<file path="src/rtl/mem_access_stage.sv">
// Memory-access stage: turns aligned lw/sw ops into a single req/ack bus
// transaction, stalls upstream while the bus is busy, returns load data to
// write-back and reports misaligned addresses and bus timeouts.
module mem_access_stage #(
  parameter int unsigned TIMEOUT_CYCLES = 255
) (
  input  logic        clk,
  input  logic        rst_n,
  input  logic        op_valid,
  input  logic        op_write,
  input  logic [31:0] op_addr,
  input  logic [31:0] op_wdata,
  input  logic [4:0]  op_rd,
  output logic        stall,
  output logic        mem_req,
  output logic        mem_we,
  output logic [31:0] mem_addr,
  output logic [31:0] mem_wdata,
  input  logic        mem_ack,
  input  logic [31:0] mem_rdata,
  output logic        wb_valid,
  output logic [4:0]  wb_rd,
  output logic [31:0] wb_data,
  output logic        op_done,
  output logic        err_misaligned,
  output logic        err_timeout
);

  localparam int unsigned CNT_W = 8;
  localparam logic [CNT_W-1:0] CNT_LAST = CNT_W'(TIMEOUT_CYCLES - 1);
  localparam logic [CNT_W-1:0] CNT_MAX  = {CNT_W{1'b1}};

  localparam logic [0:0] ST_IDLE = 1'b0;
  localparam logic [0:0] ST_BUSY = 1'b1;

  logic [0:0]       r_state;
  logic [0:0]       w_state_nxt;
  logic             w_accept;
  logic             w_misaligned;
  logic             w_ack_done;
  logic             w_timeout;

  logic [CNT_W-1:0] r_cnt;
  logic             r_we;
  logic [31:0]      r_addr;
  logic [31:0]      r_wdata;
  logic [4:0]       r_rd;
  logic             r_wb_valid;
  logic [4:0]       r_wb_rd;
  logic [31:0]      r_wb_data;
  logic             r_op_done;
  logic             r_err_mis;
  logic             r_err_to;

  // Next-state and transition decode; op_valid only matters in IDLE and ack wins over timeout.
  always_comb begin
    w_state_nxt  = r_state;
    w_accept     = 1'b0;
    w_misaligned = 1'b0;
    w_ack_done   = 1'b0;
    w_timeout    = 1'b0;
    case (r_state)
      ST_IDLE: begin
        if (op_valid) begin
          if (op_addr[1:0] == 2'b00) begin
            w_accept    = 1'b1;
            w_state_nxt = ST_BUSY;
          end else begin
            w_misaligned = 1'b1;
          end
        end
      end
      ST_BUSY: begin
        if (mem_ack) begin
          w_ack_done  = 1'b1;
          w_state_nxt = ST_IDLE;
        end else if (r_cnt >= CNT_LAST) begin
          w_timeout   = 1'b1;
          w_state_nxt = ST_IDLE;
        end
      end
      default: w_state_nxt = ST_IDLE;
    endcase
  end

  // State register; async reset abandons any in-flight transaction.
  always_ff @(posedge clk or negedge rst_n) begin
    if (!rst_n) r_state <= ST_IDLE;
    else        r_state <= w_state_nxt;
  end

  // Captured op, timeout counter, write-back data and completion pulses.
  always_ff @(posedge clk or negedge rst_n) begin
    if (!rst_n) begin
      r_cnt      <= '0;
      r_we       <= 1'b0;
      r_addr     <= '0;
      r_wdata    <= '0;
      r_rd       <= '0;
      r_wb_valid <= 1'b0;
      r_wb_rd    <= '0;
      r_wb_data  <= '0;
      r_op_done  <= 1'b0;
      r_err_mis  <= 1'b0;
      r_err_to   <= 1'b0;
    end else begin
      r_wb_valid <= 1'b0;
      r_op_done  <= 1'b0;
      r_err_mis  <= 1'b0;
      r_err_to   <= 1'b0;

      if (w_accept) begin
        r_we    <= op_write;
        r_addr  <= {op_addr[31:2], 2'b00};
        r_wdata <= op_wdata;
        r_rd    <= op_rd;
        r_cnt   <= '0;
      end

      if (w_misaligned) begin
        r_op_done <= 1'b1;
        r_err_mis <= 1'b1;
      end

      if ((r_state == ST_BUSY) && !w_ack_done && !w_timeout && (r_cnt != CNT_MAX)) begin
        r_cnt <= r_cnt + CNT_W'(1);
      end

      if (w_ack_done) begin
        r_op_done <= 1'b1;
        r_we      <= 1'b0;
        if (!r_we) begin
          r_wb_data  <= mem_rdata;
          r_wb_rd    <= r_rd;
          r_wb_valid <= (r_rd != 5'd0);
        end
      end

      if (w_timeout) begin
        r_op_done <= 1'b1;
        r_err_to  <= 1'b1;
        r_we      <= 1'b0;
      end
    end
  end

  assign stall          = (r_state == ST_BUSY);
  assign mem_req        = (r_state == ST_BUSY);
  assign mem_we         = r_we;
  assign mem_addr       = r_addr;
  assign mem_wdata      = r_wdata;
  assign wb_valid       = r_wb_valid;
  assign wb_rd          = r_wb_rd;
  assign wb_data        = r_wb_data;
  assign op_done        = r_op_done;
  assign err_misaligned = r_err_mis;
  assign err_timeout    = r_err_to;

endmodule

</file>
<file path="config.mk">
export PLATFORM = sky130hd
export DESIGN_NAME = mem_access_stage
export DESIGN_NICKNAME = d
export VERILOG_FILES = /design/src/rtl/mem_access_stage.sv
export SDC_FILE = /design/constraint.sdc
export NUM_CORES = 1
export LEC_CHECK = 0
export BUFFER_PORTS_ARGS = -buffer_cell sky130_fd_sc_hd__buf_2
export CAP_MARGIN = 0
export CORE_MARGIN = 4
export CORE_UTILIZATION = 42
export CTS_CLUSTER_DIAMETER = 100
export CTS_CLUSTER_SIZE = 20
export DETAILED_ROUTE_END_ITERATION = 6
export PLACE_DENSITY = 0.76
export SLEW_MARGIN = 20
export SYNTH_ARGS = -nofsm -noshare
export SYNTH_HDL_FRONTEND = slang
export SYNTH_SLANG_ARGS = --single-unit
</file>
<file path="constraint.sdc">
create_clock -name clk -period 1.7 [get_ports clk]
set_input_delay 0.34 -clock clk [delete_from_list [all_inputs] [get_ports clk]]
set_output_delay 0.34 -clock clk [all_outputs]
set_load 0.05 [all_outputs]
</file>
==> results of run 1 <==
-- metal layers --
layer	GRT usage, %	wire length (um)	share of wire, %
met3	6.79	1090	9.4
met4	6.17	103	0.89
met5	0	0	0
met1	23.4	4800	41
met2	31.1	5630	48
-- how the worst max path moves through the flow --
stage	from	end	slack [ns]	depth (start not counted)
floorplan	mem_we$_DFFE_PN0P_	wb_data[10]$_DFFE_PN0P_	0.009	4
global placement	r_cnt[0]$_DFFE_PN0P_	r_cnt[4]$_DFFE_PN0P_	0.09	7
detailed placement	r_cnt[0]$_DFFE_PN0P_	r_cnt[4]$_DFFE_PN0P_	0.01	7
CTS	r_cnt[0]$_DFFE_PN0P_	r_cnt[4]$_DFFE_PN0P_	0.02	7
global route	r_cnt[0]$_DFFE_PN0P_	r_cnt[6]$_DFFE_PN0P_	0.02	6
finish	mem_req$_DFF_PN0_	r_cnt[2]$_DFFE_PN0P_	0.09	5
-- through the flow --
stage          area (um^2)  cells  total power (W)
2_1_floorplan         4620    437          0.00675
4_1_cts               6490    811           0.0113
5_1_grt               6500    811           0.0117
6_report              6500    811           0.0111
3_5_place_dp          5890    775          0.00791
3_3_place_gp          5890    775          0.00780
-- cell families after synthesis --
kind of cell / after synthesis
simple gates: 232
flops: 118
mux: 40
buf+inv: 25
compound gates: 17
fa+ha+maj: 2
other cells: 1
xor+xnor: 1
-- area by class of cell --
cell class              instances  area, um^2  area share [%]
flip-flops and latches        118        2950            45.4
multi-input cells             294        1570            24.1
repair buffers                230        1250            19.2
clock buffers                  21         449            6.91
well taps                     136         170            2.62
clock inverters                10         105            1.62
inverters                       2        7.51           0.115
-- placed cells by master, fill, tap and decap left out, types with 2 or more instances in the layout --
master | Yosys | layout
clkbuf_1 | 9 | 2
clkbuf_8 | 0 | 3
dlygate4sd3_1 | 0 | 5
buf_2 | 11 | 210
nor2_1 | 6 | 6
clkinv_2 | 0 | 6
nand2_1 | 207 | 207
conb_1 | 1 | 2
buf_12 | 0 | 3
bufinv_16 | 0 | 2
clkinvlp_4 | 0 | 2
nor3_1 | 4 | 3
dfrtp_1 | 118 | 117
a21oi_1 | 2 | 2
mux2_2 | 37 | 37
mux2i_1 | 2 | 2
inv_1 | 2 | 2
o21ai_0 | 7 | 7
nand3_1 | 6 | 6
buf_4 | 3 | 12
clkbuf_16 | 0 | 16
-- flip-flops by register name (all words and copies together) (netlist names) --
signal          count
mem_req             1
mem_addr           30
mem_wdata          32
wb_data            32
mem_we              1
r_cnt               8
wb_rd               5
r_rd                5
wb_valid            1
op_done             1
err_misaligned      1
err_timeout         1
-- cells in the mapped netlist --
| cell type | instances | area share (%) |
|---|---|---|
| o21ai_0 | 7 | 0.76 |
| a21boi_1 | 1 | 0.16 |
| buf_2 | 11 | 1.2 |
| a2bb2oi_1 | 1 | 0.19 |
| nor3_2 | 1 | 0.22 |
| o31ai_4 | 1 | 0.46 |
| mux2_2 | 37 | 9.0 |
| mux2i_1 | 2 | 0.43 |
| nand2_1 | 207 | 17 |
| o41ai_1 | 1 | 0.19 |
| nand3b_1 | 1 | 0.16 |
| a21o_1 | 1 | 0.16 |
| nor2b_1 | 1 | 0.14 |
| nand4_4 | 1 | 0.46 |
| a31o_1 | 1 | 0.19 |
| dfrtp_1 | 118 | 64 |
| a21oi_1 | 2 | 0.22 |
| a22o_1 | 1 | 0.19 |
| nor3_1 | 4 | 0.43 |
| buf_4 | 3 | 0.49 |
| mux2_4 | 1 | 0.33 |
| or3_1 | 2 | 0.27 |
| nand4_1 | 1 | 0.14 |
| nor2_1 | 6 | 0.49 |
| o211ai_1 | 1 | 0.16 |
| inv_1 | 2 | 0.16 |
| nand2b_1 | 2 | 0.27 |
| nand3_1 | 6 | 0.65 |
| xor2_1 | 1 | 0.19 |
| ha_1 | 2 | 0.54 |
| conb_1 | 1 | 0.081 |
| clkbuf_1 | 9 | 0.73 |
-- critical path: stages, from the launching register on --
cell	delay [ns]
dfrtp_2	0.40
nand2b_4	0.16
or3_2	0.47
buf_4	0.23
a2bb2oi_1	0.15
mux2i_1	0.08
-- power by group through the flow --
stage / registers [W] / logic (W) / clock network [W]
CTS: 0.00383 / 0.00405 / 0.00339
detailed placement: 0.00386 / 0.00405 / 0
global placement: 0.00383 / 0.00397 / 0
global route: 0.00391 / 0.00421 / 0.00354
floorplan: 0.00607 / 0.000682 / 0
finish: 0.00383 / 0.00400 / 0.00330
-- repair_timing --
item                                   4_1_cts  5_1_grt
buffers inserted                             0        1
setup endpoints to repair                    0        1
hold buffers                                 5        0
resized for setup                            0        2
endpoints found under the hold margin      122        0
==> run metrics, run 1 <==
setup slack, reg-to-reg=approximately 0.087 ns; Synth Area in Compound Gates=2.69%; reg2reg start=mem_req$_DFF_PN0_; XOR/XNOR Fraction of Synth Area=less than 1%; GRT Total Usage=18.9%; CP Capture Type=flip-flop; Int Power=0.00659 W; Fillers=~850; Worst slew margin=58.0%; routability cong.=just over 0.8; Mapped Area=0.00461 mm^2; status=completed; Finish-stage setup viols=0; Clock Path Buffers=2; Leakage=around 3.6 nW; Seq cells post-synth=118; Ant. Diodes=0; R2R depth=5; total number of vias=3812; Max-Cap Viols=0; vias in the first global route=3990; drt wl/cell=~14 um; # DRC=0; Final Cycle Share=94.9%; CTS buffer count=17; starting density of the core=between 40% and 50%; Data required, critical path=2.08 ns; GRT Residual Overflow=0; CTS clk-pin slew, worst paths=0.05 ns; Power Density=1710 mW/mm^2; row cnt=37; First-pass DRT Iterations=4; adder-cell share of the synthesized area=0.543%; syn_area_per_cell=10.6 um^2; pre-CTS WS=0.0137 ns; Final ANT Viol Nets=0; post-synthesis cell type count=32; Port Buffers=211; Die Height=113 um; crit-path max FO=20; Seq pwr share=34.4%; setup_tns=0 ns; Post-Route WL=11.6 mm; Iter 0 DRT Violations=~210; min-delay worst type=input port to flip-flop; largest net degree at the start of global routing=119; Final Util=approximately three fifths; Setup CP Type=flip-flop to flip-flop; final-report hold violation count=0; layout overhead on the synthesized area=41.0%; first-pass GRT wire length=19.4 mm; Fmax achieved=around 620 MHz; Hold Startpoint=op_wdata[4]; core area=0.0105 mm^2; Psw=0.00454 W; clk_skew=0.0129 ns; initial antenna violation count=0; Hold EP=mem_wdata[4]$_DFFE_PN0P_; largest family of logic cells by synthesized area=simple AND/OR/NAND/NOR gates; Comb power frac=35.9%; Root Buffer=clkbuf_8; Post-Synthesis Cells=roughly 440; Worst-Margin Slew=0.630 ns; H-tree depth=4; Die Area=0.0127 mm^2; post-synthesis simple-gate area fraction=20.1%; mux cell area share after synthesis=9.80%; Reg2Reg Capture Point=r_cnt[2]$_DFFE_PN0P_; Hold Worst Slack=0.0269 ns; startpoint types=flip-flop; pins over their slew limit=0; Clk pwr share=29.7%; NumNets Final=771; Sw Share=40.8%; number of I/O pins=214; layout cell share with drive strength beyond 1=44.4%; Clk Latency, worst-skew pair=0.50 ns; final setup margin=0.0865 ns; clk sinks=about 120; DP Wirelength=roughly 8.6 mm; unrepaired setup endpoints after global routing=false; Ys Warns=0; number of vias per cell=4.70; maximum vdd ir drop=1030 uV; Die Wd=113 um; CTS tree=built; Seq/Total Area, Yosys=between 60% and 70%; Tmin final=1.61 ns; worst hold stages=3; data arrival time of the critical path=2.00 ns
No activity file was read; power rests on OpenSTA's default activity.
==> inputs of run 2 (changes only) <==
CORE_UTILIZATION = 46   (was 42)
PLACE_DENSITY = 0.79   (was 0.76)
RECOVER_POWER = 50   (was default)
clock period = 1.5 ns   (was 1.7 ns; I/O delays follow)
==> run 2 against run 1 <==
Net effect: the run now ends with negative setup slack left; sequential cell count is the same; non-clock buffer count grew 72; total power is 19% higher; cell count is 8.6% higher; cell area increased by 12%; maximum frequency rose by 3.5%; clock power increased by 24%; combinational power rose by 18%; wire length rose by 17%; critical endpoint is now r_cnt[4]$_DFFE_PN0P_.
==> run metrics, run 2 (synthesis gave the netlist of run 1 again) <==
status=finished with violations; failing checks=negative setup slack; Data required, critical path=1.89 ns (-0.19 ns); GRT Total Usage=23.8% (+4.8 points); vias in the first global route=4448 (+11%); Fmax achieved=641 MHz (+3.5%); Worst slew margin=52.8% (-5.1 points); CTS clk-pin slew, worst paths=0.06 ns (about the same); unrepaired setup endpoints after global routing=true; Tmin final=1.56 ns (-0.0539 ns); Clk Latency, worst-skew pair=0.50 ns (about the same); starting density of the core=47.2% (+3.3 points); Ant. Diodes=0 (unchanged); Setup CP Type=flip-flop to flip-flop; layout overhead on the synthesized area=58.0%; final-report hold violation count=0 (unchanged); Final ANT Viol Nets=0 (unchanged); Iter 0 DRT Violations=263 (+26%); Die Area=0.0117 mm^2 (-8.1%); maximum vdd ir drop=1250 uV (+21%); layout cell share with drive strength beyond 1=43.4% (-1.0 points); number of I/O pins=214 (unchanged); Power Density=1810 mW/mm^2 (+5.8%); total number of vias=4277 (+12%); routability cong.=0.837 (+2.7%); GRT Residual Overflow=0 (unchanged); min-delay worst type=input port to flip-flop; core area=0.00977 mm^2 (-7.0%); largest net degree at the start of global routing=49 (-59%); Leakage=3.95 nW (+9.5%); pins over their slew limit=0 (unchanged); NumNets Final=843 (+9.3%); CP Capture Type=flip-flop; Root Buffer=clkbuf_8; Post-Route WL=13.5 mm (+17%); CTS buffer count=17 (unchanged); Final Power=0.0132 W (+19%); initial antenna violation count=0 (unchanged); Final Non-Filler Cells=881 (+8.6%); row cnt=36 (-2.7%); clk sinks=118 (unchanged); pre-CTS WS=-0.0920 ns (-0.106 ns); Worst-Margin Slew=0.708 ns (+0.0771 ns); crit-path max cell delay=0.40 ns (-0.07 ns); H-tree depth=4 (unchanged); first-pass GRT wire length=21.5 mm (+11%); CP Cell Sequence=clkbuf_2 > nor2b_1 > buf_4 > o31ai_4 > mux2_4 > a21o_1; drt wl/cell=15.4 um (+7.3%); data arrival time of the critical path=1.95 ns (-0.05 ns); placed cell count=787 (+1.5%); Die Height=108 um (-4.1%); crit-path max FO=6 (-70%); startpoint types=flip-flop; Port Buffers=211 (unchanged); clk_skew=0.00892 ns (-0.00394 ns); # DRC=0 (unchanged); CTS tree=built; commonest non-fill, non-tap cell in the layout=nand2_1; First-pass DRT Iterations=5 (+1); DP Wirelength=8.85 mm (+3.5%); Hold Worst Slack=0.0205 ns (-0.00640 ns); Die Wd=108 um (-4.1%); Final Cycle Share=104% (+9.1 points); final setup margin=-0.0596 ns (-0.146 ns); number of vias per cell=4.85 (+3.3%); most frequent cells in the layout=nand2_1 (206), buf_2 (203), dfrtp_1 (115); Clock Path Buffers=2 (unchanged); Finish-stage setup viols=9 (+9); Max-Cap Viols=0 (unchanged); Slowest cell on crit path=dfrtp_2
run 2: cell count changes in the layout (fill, tap and decap cells not counted), sizes merged:
cell,before,now
bufinv,2,4
clkinv,6,5
buf,225,231
clkbuf,21,35
dlygate4sd3,5,59
clkinvlp,2,0
run 2: routing by layer:
layer | share of wire (%) | track usage (%)
met5 | 0 | 0
met4 | 3.0 | 11.7
met3 | 8.0 | 7.28
met2 | 51 | 40.8
met1 | 38 | 26.9
run 2: through the flow:
| step | TNS [ns] | cell area, um^2 | utilization, % |
|---|---|---|---|
| after floorplan | -6.32 | 4700 | - |
| after global placement | -0.673 | 6040 | 61.8 |
| after detailed placement | -3.18 | 6040 | 61.8 |
| after CTS | -0.175 | 7290 | 74.6 |
| after global routing | -3.05 | 7290 | 74.5 |
| final | -0.292 | 7290 | 74.5 |
run 2: critical path, delay by kind of cell (launching register included):
family / cells / cell delay [ns]
flip-flops: 1 / 0.40
AND/OR/NAND/NOR: 1 / 0.16
AO/OA/AOI/OAI: 2 / 0.24
multiplexers: 1 / 0.33
buffers and inverters: 2 / 0.32
run 2: path summary, 6_finish.rpt:
check | slack [ns] | depth (start not counted) | end | from
min in group asynchronous | 0.38 | 2 | mem_wdata[6]$_DFFE_PN0P_ | rst_n
min | 0.02 | 3 | mem_wdata[0]$_DFFE_PN0P_ | op_wdata[0]
max reg2reg | -0.06 | 6 | r_cnt[4]$_DFFE_PN0P_ | mem_req$_DFF_PN0_
min reg2reg | 0.46 | 2 | mem_addr[25]$_DFFE_PN0P_ | mem_addr[25]$_DFFE_PN0P_
max | -0.06 | 6 | r_cnt[4]$_DFFE_PN0P_ | mem_req$_DFF_PN0_
max in group asynchronous | 0.19 | 3 | r_cnt[1]$_DFFE_PN0P_ | rst_n
run 2: where the power goes:
group | internal (W) | leakage, nW | total [W] | switching (W)
clock | 0.00278 | 0.300 | 0.00410 | 0.00133
combinational | 0.00124 | 2.19 | 0.00472 | 0.00348
sequential | 0.00394 | 1.47 | 0.00437 | 0.000423
total | 0.00796 | 3.95 | 0.0132 | 0.00523
run 2: final cells by class:
class	instances	area, um^2
clock buffers	23	457
multi-input cells	294	1600
flip-flops and latches	118	2960
repair buffers	302	1950
well taps	133	166
fillers	666	2490
inverters	2	7.51
clock inverters	9	149
run 2: timing repair:
action,CTS,global route
endpoints found under the hold margin,83,0
buffers inserted,2,1
resized for setup,13,13
hold buffers,59,0
pin swaps,1,3
gates cloned,0,0
endpoints found under the setup margin,70,30
